## src/rtl/param_ctrl_unit.sv

```systemverilog
// Handshake-driven sequencer for the accumulator/bus datapath: latches one instruction
// per start, steps it through T0..Tk and pulses done (with illegal on a bad instruction).

// Per-register slot: bus select and load strobe for register IDX.
module pcu_reg_slot #(
  parameter int RIW = 2,
  parameter int IDX = 0
) (
  input  logic           src_rs,
  input  logic           src_rd,
  input  logic           ld_rd,
  input  logic [RIW-1:0] rd,
  input  logic [RIW-1:0] rs,
  output logic           sel,
  output logic           ld
);
  logic hit_rd, hit_rs;
  assign hit_rd = (32'(rd) == IDX);
  assign hit_rs = (32'(rs) == IDX);
  assign sel    = (src_rs && hit_rs) || (src_rd && hit_rd);
  assign ld     = ld_rd && hit_rd;
endmodule

module param_ctrl_unit #(
  parameter int NREG = 4,
  parameter int SC_W = 2,
  parameter int RIW  = $clog2(NREG)
) (
  input  logic                 clk,
  input  logic                 rst,
  input  logic                 start,
  input  logic [3+2*RIW:0]     instr,
  output logic                 busy,
  output logic                 done,
  output logic                 illegal,
  output logic [2**SC_W-1:0]   T,
  output logic [NREG+1:0]      sel_A,
  output logic [NREG-1:0]      ld,
  output logic                 LD_AC,
  output logic                 LD_outr,
  output logic [1:0]           alu_op
);
  localparam int TW = 2**SC_W;
  localparam int IW = 4 + 2*RIW;

  typedef enum logic [1:0] {IDLE, EXEC, DONE} state_t;
  typedef enum logic [2:0] {SRC_NONE, SRC_RS, SRC_RD, SRC_AC, SRC_EXT} src_t;

  state_t         state, state_nx;
  logic [SC_W-1:0] sc, sc_nx, last;
  logic [IW-1:0]  ir, ir_nx;

  logic [3:0]     opcode;
  logic [RIW-1:0] rd, rs;
  logic           bad, act;
  src_t           src;
  logic           ld_rd;
  logic           ld_ac;
  logic           ld_out;
  logic [1:0]     alu;

  assign opcode = ir[IW-1 -: 4];
  assign rd     = ir[2*RIW-1 -: RIW];
  assign rs     = ir[RIW-1:0];

  // Index check only bites when NREG is not a power of two.
  assign bad  = (opcode > 4'd8) || (32'(rd) >= NREG) || (32'(rs) >= NREG);
  assign last = bad ? '0 : ((opcode == 4'd8) ? SC_W'(3) : SC_W'(1));

  always_ff @(posedge clk or negedge rst) begin
    if (!rst) begin
      state <= IDLE;
      sc    <= '0;
      ir    <= '0;
    end else begin
      state <= state_nx;
      sc    <= sc_nx;
      ir    <= ir_nx;
    end
  end

  always_comb begin
    state_nx = state;
    sc_nx    = sc;
    ir_nx    = ir;
    case (state)
      IDLE: if (start) begin
        state_nx = EXEC;
        ir_nx    = instr;
        sc_nx    = '0;
      end
      EXEC: begin
        if (sc == last) state_nx = DONE;
        else            sc_nx    = sc + SC_W'(1);
      end
      DONE:    state_nx = IDLE;
      default: state_nx = IDLE;
    endcase
  end

  // Step decode; T0 is decode-only, so nothing is driven while sc is zero.
  always_comb begin
    src    = SRC_NONE;
    ld_rd  = 1'b0;
    ld_ac  = 1'b0;
    ld_out = 1'b0;
    alu    = 2'b00;
    act    = (state == EXEC) && !bad && (sc != '0);
    if (act) begin
      case (opcode)
        4'd1: if (sc == SC_W'(1)) begin src = SRC_RS;  ld_rd  = 1'b1; end
        4'd2: if (sc == SC_W'(1)) begin src = SRC_RS;  ld_ac  = 1'b1; end
        4'd3: if (sc == SC_W'(1)) begin src = SRC_AC;  ld_rd  = 1'b1; end
        4'd4: if (sc == SC_W'(1)) begin src = SRC_RS;  ld_ac  = 1'b1; alu = 2'b01; end
        4'd5: if (sc == SC_W'(1)) begin src = SRC_RS;  ld_ac  = 1'b1; alu = 2'b10; end
        4'd6: if (sc == SC_W'(1)) begin src = SRC_EXT; ld_rd  = 1'b1; end
        4'd7: if (sc == SC_W'(1)) begin src = SRC_AC;  ld_out = 1'b1; end
        4'd8: begin
          if (sc == SC_W'(1)) begin src = SRC_RS; ld_ac = 1'b1; end
          if (sc == SC_W'(2)) begin src = SRC_RD; ld_ac = 1'b1; alu = 2'b01; end
          if (sc == SC_W'(3)) begin src = SRC_AC; ld_rd = 1'b1; end
        end
        default: ;
      endcase
    end
  end

  for (genvar i = 0; i < NREG; i++) begin : g_reg
    pcu_reg_slot #(.RIW(RIW), .IDX(i)) u_slot (
      .src_rs (src == SRC_RS),
      .src_rd (src == SRC_RD),
      .ld_rd  (ld_rd),
      .rd     (rd),
      .rs     (rs),
      .sel    (sel_A[i]),
      .ld     (ld[i])
    );
  end

  assign sel_A[NREG]   = (src == SRC_AC);
  assign sel_A[NREG+1] = (src == SRC_EXT);
  assign LD_AC   = ld_ac;
  assign LD_outr = ld_out;
  assign alu_op  = alu;
  assign busy    = (state == EXEC);
  assign done    = (state == DONE);
  assign illegal = (state == DONE) && bad;
  assign T       = (state == EXEC) ? (TW'(1) << sc) : '0;
endmodule

```

## config.mk

```make
export PLATFORM = sky130hd
export DESIGN_NAME = param_ctrl_unit
export DESIGN_NICKNAME = d
export VERILOG_FILES = /design/src/rtl/param_ctrl_unit.sv
export SDC_FILE = /design/constraint.sdc
export NUM_CORES = 1
export LEC_CHECK = 0
export BUFFER_PORTS_ARGS = -buffer_cell sky130_fd_sc_hd__buf_2
export CORE_MARGIN = 1.5
export CORE_UTILIZATION = 51
export CTS_CLUSTER_DIAMETER = 200
export DETAILED_ROUTE_END_ITERATION = 6
export GPL_TIMING_DRIVEN = 0
export HOLD_SLACK_MARGIN = 0.03
export PLACE_DENSITY_LB_ADDON = 0.05
export SYNTH_ARGS = -nofsm -noshare
export SYNTH_HDL_FRONTEND = slang
export SYNTH_SLANG_ARGS = --single-unit
```

## constraint.sdc

```tcl
create_clock -name clk -period 3 [get_ports clk]
set_input_delay 0.45 -clock clk [delete_from_list [all_inputs] [get_ports clk]]
set_output_delay 0.45 -clock clk [all_outputs]
set_load 0.03 [all_outputs]
```

* Yosys cells after proc, flatten, opt, wreduce, memory -nomap -nowiden
Index checks and enable logic that the tools add are counted.
** Operators by class
- Shift operators :: 1
- Equality and inequality tests :: 27
- Multipliers :: 0
- Add/sub/neg operators :: 1
- Divide/modulo/power cells :: 0
- Reduce and logical (&&, ||, !) cells :: 32
- Magnitude comparators :: 1
- Multiplexer cells :: 30
- Bitwise operators :: 0
** Operators by type and width (number)
- $mux W2 :: 9
- $eq A4 B3 Y1 const B :: 4
- $logic_and A1 B1 Y1 :: 15
- $eq A2 B2 Y1 const B :: 7
- $mux W3 :: 4
- $pmux W3 S4 :: 1
- $mux W1 :: 10
- $eq A2 B1 Y1 const B :: 4
- $eq A4 B2 Y1 const B :: 2
- $pmux W2 S2 :: 2
- $eq A3 B2 Y1 const B :: 2
- $logic_not A2 Y1 :: 3
- $pmux W2 S3 :: 1
- $reduce_or A3 Y1 :: 2
- $eq A4 B1 Y1 const B :: 1
- $eq A4 B4 Y1 const B :: 1
- $gt A4 B4 Y1 const B :: 1
- $logic_or A1 B1 Y1 :: 4
- $mux W4 :: 1
- $ne A2 B2 Y1 const B :: 2
- $pmux W1 S2 :: 2
- $reduce_and A2 Y1 :: 2
- $reduce_bool A2 Y1 :: 2
- $reduce_or A4 Y1 :: 1
- other kinds (9) :: 9
** Storage, ports and cells
- Bits in latches :: 0
- Output and inout bits :: 21
- RAM bits :: 0
- Register bits after elaboration :: 12
- Input port bits :: 11
- ROM bits :: 0
- Logic and storage cells :: 95
- Memories kept :: 0

* Logic depth before layout (Yosys ltp)
- Depth in word-level cells :: 9
- Gate-level depth with buffers :: 9
- Gate-level depth less buffers :: 6

* Hierarchy
Synthesis repeated with hierarchy kept, for this count alone.
** Second synthesis, totals
- Cell total of the unflattened synthesis :: 110
- Area total of the unflattened synthesis :: 1017.2 um^2
** By module, submodules not included
- param_ctrl_unit :: cells an instance 94, area each 913.4 um^2, instances 1, seq. area each 300.3 um^2
- pcu_reg_slot at g_reg[1].u_slot ... :: cells an instance 4, area each 30.0 um^2, instances 2, seq. area each 0.0 um^2
- pcu_reg_slot at g_reg[0].u_slot :: cells an instance 4, area each 23.8 um^2, instances 1, seq. area each 0.0 um^2
- pcu_reg_slot at g_reg[3].u_slot :: cells an instance 4, area each 20.0 um^2, instances 1, seq. area each 0.0 um^2

* Worst setup path after synthesis
No wires, ideal clock.
- Kind :: flip-flop to output port
- From :: reg sc[0]
- To :: out alu_op[0]
- Cell stages (with the launch flop) :: 6
- Data required time :: 2550 ps
- Path slack :: 445 ps
- Buffers on the path :: 0
- Data arrival time :: 2105 ps
- Path through :: dfrtp_1 > inv_1 > ha_1 > nor3b_2 > nand2_4 > nor4_1
** On the way
- Longest elaborated chain between the ends :: 4
- Elaborated cells on any way between the ends :: 8
- Those cells by class :: eq/ne: 2; mux: 4; reduce/logical: 2
** Ends and longest elaborated chain
- start: declaration :: RTL line 50 : logic [SC_W-1:0] sc, sc_nx, last;
- start signal: assignment :: RTL line 77 : sc <= sc_nx;
- $eq A2 B2 Y1 / $eq A2 B1 Y1 (equally long branches) :: RTL line 120, 114
- $mux W1 (on tied branches) :: RTL line 120, 114
- $pmux W2 S3 :: RTL line 110 : case (opcode)
- $mux W2 (*) :: RTL line 109 : if (act) begin
- end: declaration :: RTL line 41 : output logic [1:0] alu_op
Every way passes the cells marked *; elsewhere a longest branch is shown, timed or not.

* Worst setup path after layout
- From :: reg sc[1]
- To :: out ld[2]
** On the way
- Longest elaborated chain between the ends :: 5
- Elaborated cells on any way between the ends :: 9
- Those cells by class :: eq/ne: 2; mux: 4; reduce/logical: 3
** Ends and longest elaborated chain
- $eq A2 B2 Y1 / $eq A2 B1 Y1 (equally long branches)
- $mux W1 (on tied branches)
- $pmux W1 S2 :: RTL line 110
- $mux W1 (*) :: RTL line 109
- $logic_and A1 B1 Y1 (*) :: RTL line 21 : assign ld = ld_rd && hit_rd;
- end: declaration :: RTL line 38 : output logic [NREG-1:0] ld,
Marked as above.

==> results_dict.tcl <==
set metrics [dict create \
    critPathMaxStageDelay_ps 450 \
    areaGrowthSynthToFinish_pct 22.2 \
    drt_wl_total_um 2530 \
    synth_top_area_frac 0.269 \
    drv_cap 0 \
    pwr-share-seq 0.273 \
    drc 0 \
    worst_slew_pin_slew_ps 509 \
    yosysUniqueCellTypes 48 \
    cts.sinks 12 \
    period_share 0.950 \
    synth_top_family_by_area "simple AND/OR/NAND/NOR gates" \
    arrival_ps 2400 \
    numCtsBuffers 3 \
    grt_busiest_layer "met2" \
    fmax_ghz 0.351 \
    power_frac_comb 0.632 \
    grt_pass1_vias 936 \
    finalMaxSlewViolations 0 \
    postCtsHoldBufs 0 \
    cp_slowest_cell "dfrtp_2" \
    synth-xor-area-share 0 \
    start_kind "flip-flop" \
    grt_max_degree 13 \
    clk_path_buf_depth 2 \
    io_pins 32 \
    async_flop_share 1.00 \
    finalNetCount 171 \
    gr-usage-met3 0.0273 \
    num_vias 1016 \
    p_sw_w 0.000673 \
    p_int_w 0.000694 \
    synth_area_leaders "dfrtp_1, mux2_2, buf_4, ha_1, mux2i_1" \
    endpoint_kind "output port" \
    die_h_um 49.8 \
    die_area_sq_um 2480 \
    whs_ps 43.2 \
    powerDensity_nw_per_um2 1000 \
    yosysTopAreaCell "dfrtp_1" \
    hold_class "in2async" \
    syn-cell-area_sq_um 1110 \
    port_buffers 31 \
    path_cells "inv_1 > ha_1 > nor2b_2 > o21ai_0 > a21o_2 > nor3b_1 > buf_4 > buf_2" \
    place_area_sq_um 1300 \
    synthTopCellsByCount "dfrtp_1, buf_4, nor2_1, mux2_2, nor2b_1" \
    cp.required_ps 2550 \
    yosys.area_share.simple 0.345 \
    setup_tns_ps 0 \
    via_per_inst 5.58 \
    cts.htree.levels 1 \
    p_clk_frac 0.094 \
    gr-total-overflow 0 \
    drive_above_1_share 0.471 \
    switching_share 0.492 \
    initial_utilization 0.557 \
    synth_mux_area_frac 0.107 \
    die_width_um 49.8 \
    ff2ff_path_depth 3 \
    grt_pass1_wl_um 4320 \
    clk_pin_slew_worst_paths_ps 80 \
    setup_viol_count_final 0 \
    rows 16 \
    synth_compound_area_frac 0.127 \
    gp_congestion 0.772 \
    synth_most_common_cell "dfrtp_1" \
    synth_fa_ha_area_frac 0.0449 \
    firstDrtPassIters 4 \
    worstSetupPathType "reg2out" \
    outcome "finished clean" \
    antenna_cells 0 \
    wl_per_cell_um 13.9 \
    antenna_found_initial 0 \
    relSlewSlack 0.661 \
    clock_latency_ps 270 \
    root_buffer "clkbuf_4" \
    power.leakage_nw 0.670 \
    critPathMaxFanout 8 \
    ys_ff_latch 12 \
    synth_ff_type "dfrtp_1" \
    vdd_drop_max_mv 0.681 \
    yosysSeqAreaShare 0.269 \
    drt_iter0_markers 20 \
    track_usage 0.223 \
    core_area_sq_um 2000 \
    fin_worst_skew_ps 3.08 \
    rsz0062_at_grt "no" \
    synth_edf_count 0 \
    tritoncts "built" \
    syn_area_per_cell_sq_um 9.29 \
    period_minus_slack_ps 2850 \
    dpl.hpwl_um 1960 \
    met2_usage 0.373 \
    globalRouteMet1Util 0.315 \
    ant_nets 0 \
    finalHoldViolations 0 \
    syn-num-nets 135 \
    postSynthCellCount 120 \
    postLayoutCellArea_sq_um 1360 \
    yosysWarnings 0 \
]
-- worst max-delay path, delay by kind of cell, from the launching register on --
family | cells | cell delay (ps)
compound gates | 2 | 410
simple gates | 2 | 590
flops | 1 | 450
buf+inv | 3 | 430
fa+ha+maj | 1 | 250
-- kinds of logic (layout without fill, tap and decap cells) --
kind of cell | count (synthesis) | in the layout
flip-flops | 12 | 12
adder cells (fa/ha/maj) | 4 | 4
buffers and inverters | 20 | 55
AND/OR/NAND/NOR | 57 | 57
multiplexers | 11 | 11
AO/OA/AOI/OAI | 16 | 16
-- power groups by stage --
stage	logic [W]	registers [W]	clock network, W
2_1_floorplan	0.000665	0.000338	0
3_3_place_gp	0.000814	0.000356	0
3_5_place_dp	0.000833	0.000369	0
4_1_cts	0.000842	0.000366	0.000132
5_1_grt	0.000945	0.000394	0.000136
6_report	0.000864	0.000374	0.000129
-- metrics by stage --
step                instances  total power [W]  utilization  worst slack [ps]
global route              182          0.00148        0.681              9.92
floorplan                 120          0.00100            -               445
detailed placement        178          0.00120        0.651               219
CTS                       183          0.00134        0.674              10.2
global placement          178          0.00117        0.651               240
finish                    182          0.00137        0.681               149
-- registers in the layout (all words and copies together) (netlist names) --
register  flops
sc            2
state         2
ir            8
-- final timing paths --
path | startpoint | endpoint | slack, ps
max | sc[1] | ld[2] | 150
min | rst | ir[7] | 40
max reg2reg | state[1] | ir[2] | 1220
min reg2reg | ir[0] | ir[0] | 610
max in group asynchronous | rst | sc[1] | 2720
min in group clk | instr[5] | ir[5] | 380
-- cell usage in the layout (no fill, tap or decap), drive strengths merged, types with 2 or more instances in the layout --
master	synthesis	final
inv	4	4
nor2b	6	6
nand2	5	5
o31ai	2	2
mux2i	4	4
dfrtp	12	12
and3	2	2
a21oi	2	2
nand4b	4	4
or2	2	2
nor2	9	9
nor4b	2	2
mux2	7	7
buf	13	45
ha	4	4
clkbuf	3	6
nand4	4	4
a21o	2	2
and2	5	5
and3b	2	2
nand2b	2	2
o21ai	3	3
nor3b	3	3
nor3	4	4
-- metal layers --
metal | vias to the layer above | share of wire
met5 | - | 0
met4 | 0 | 0
met3 | 0 | 0.045
met2 | 37 | 0.48
met1 | 478 | 0.47
li1 | 501 | -
-- timing repair --
item,in CTS,in global routing
endpoints found under the setup margin,4,6
buffers inserted,1,0
pin swaps,1,0
gates resized for setup,1,6
-- final cells by class --
cell class / count / area (sq um)
sequential: 12 / 303
clock buffer: 4 / 36.3
timing repair buffer: 32 / 163
tap: 27 / 33.8
buffer: 15 / 103
multi-input combinational: 88 / 709
fill: 178 / 639
inverter: 4 / 15.0
Power figures use the tool's default switching activity.
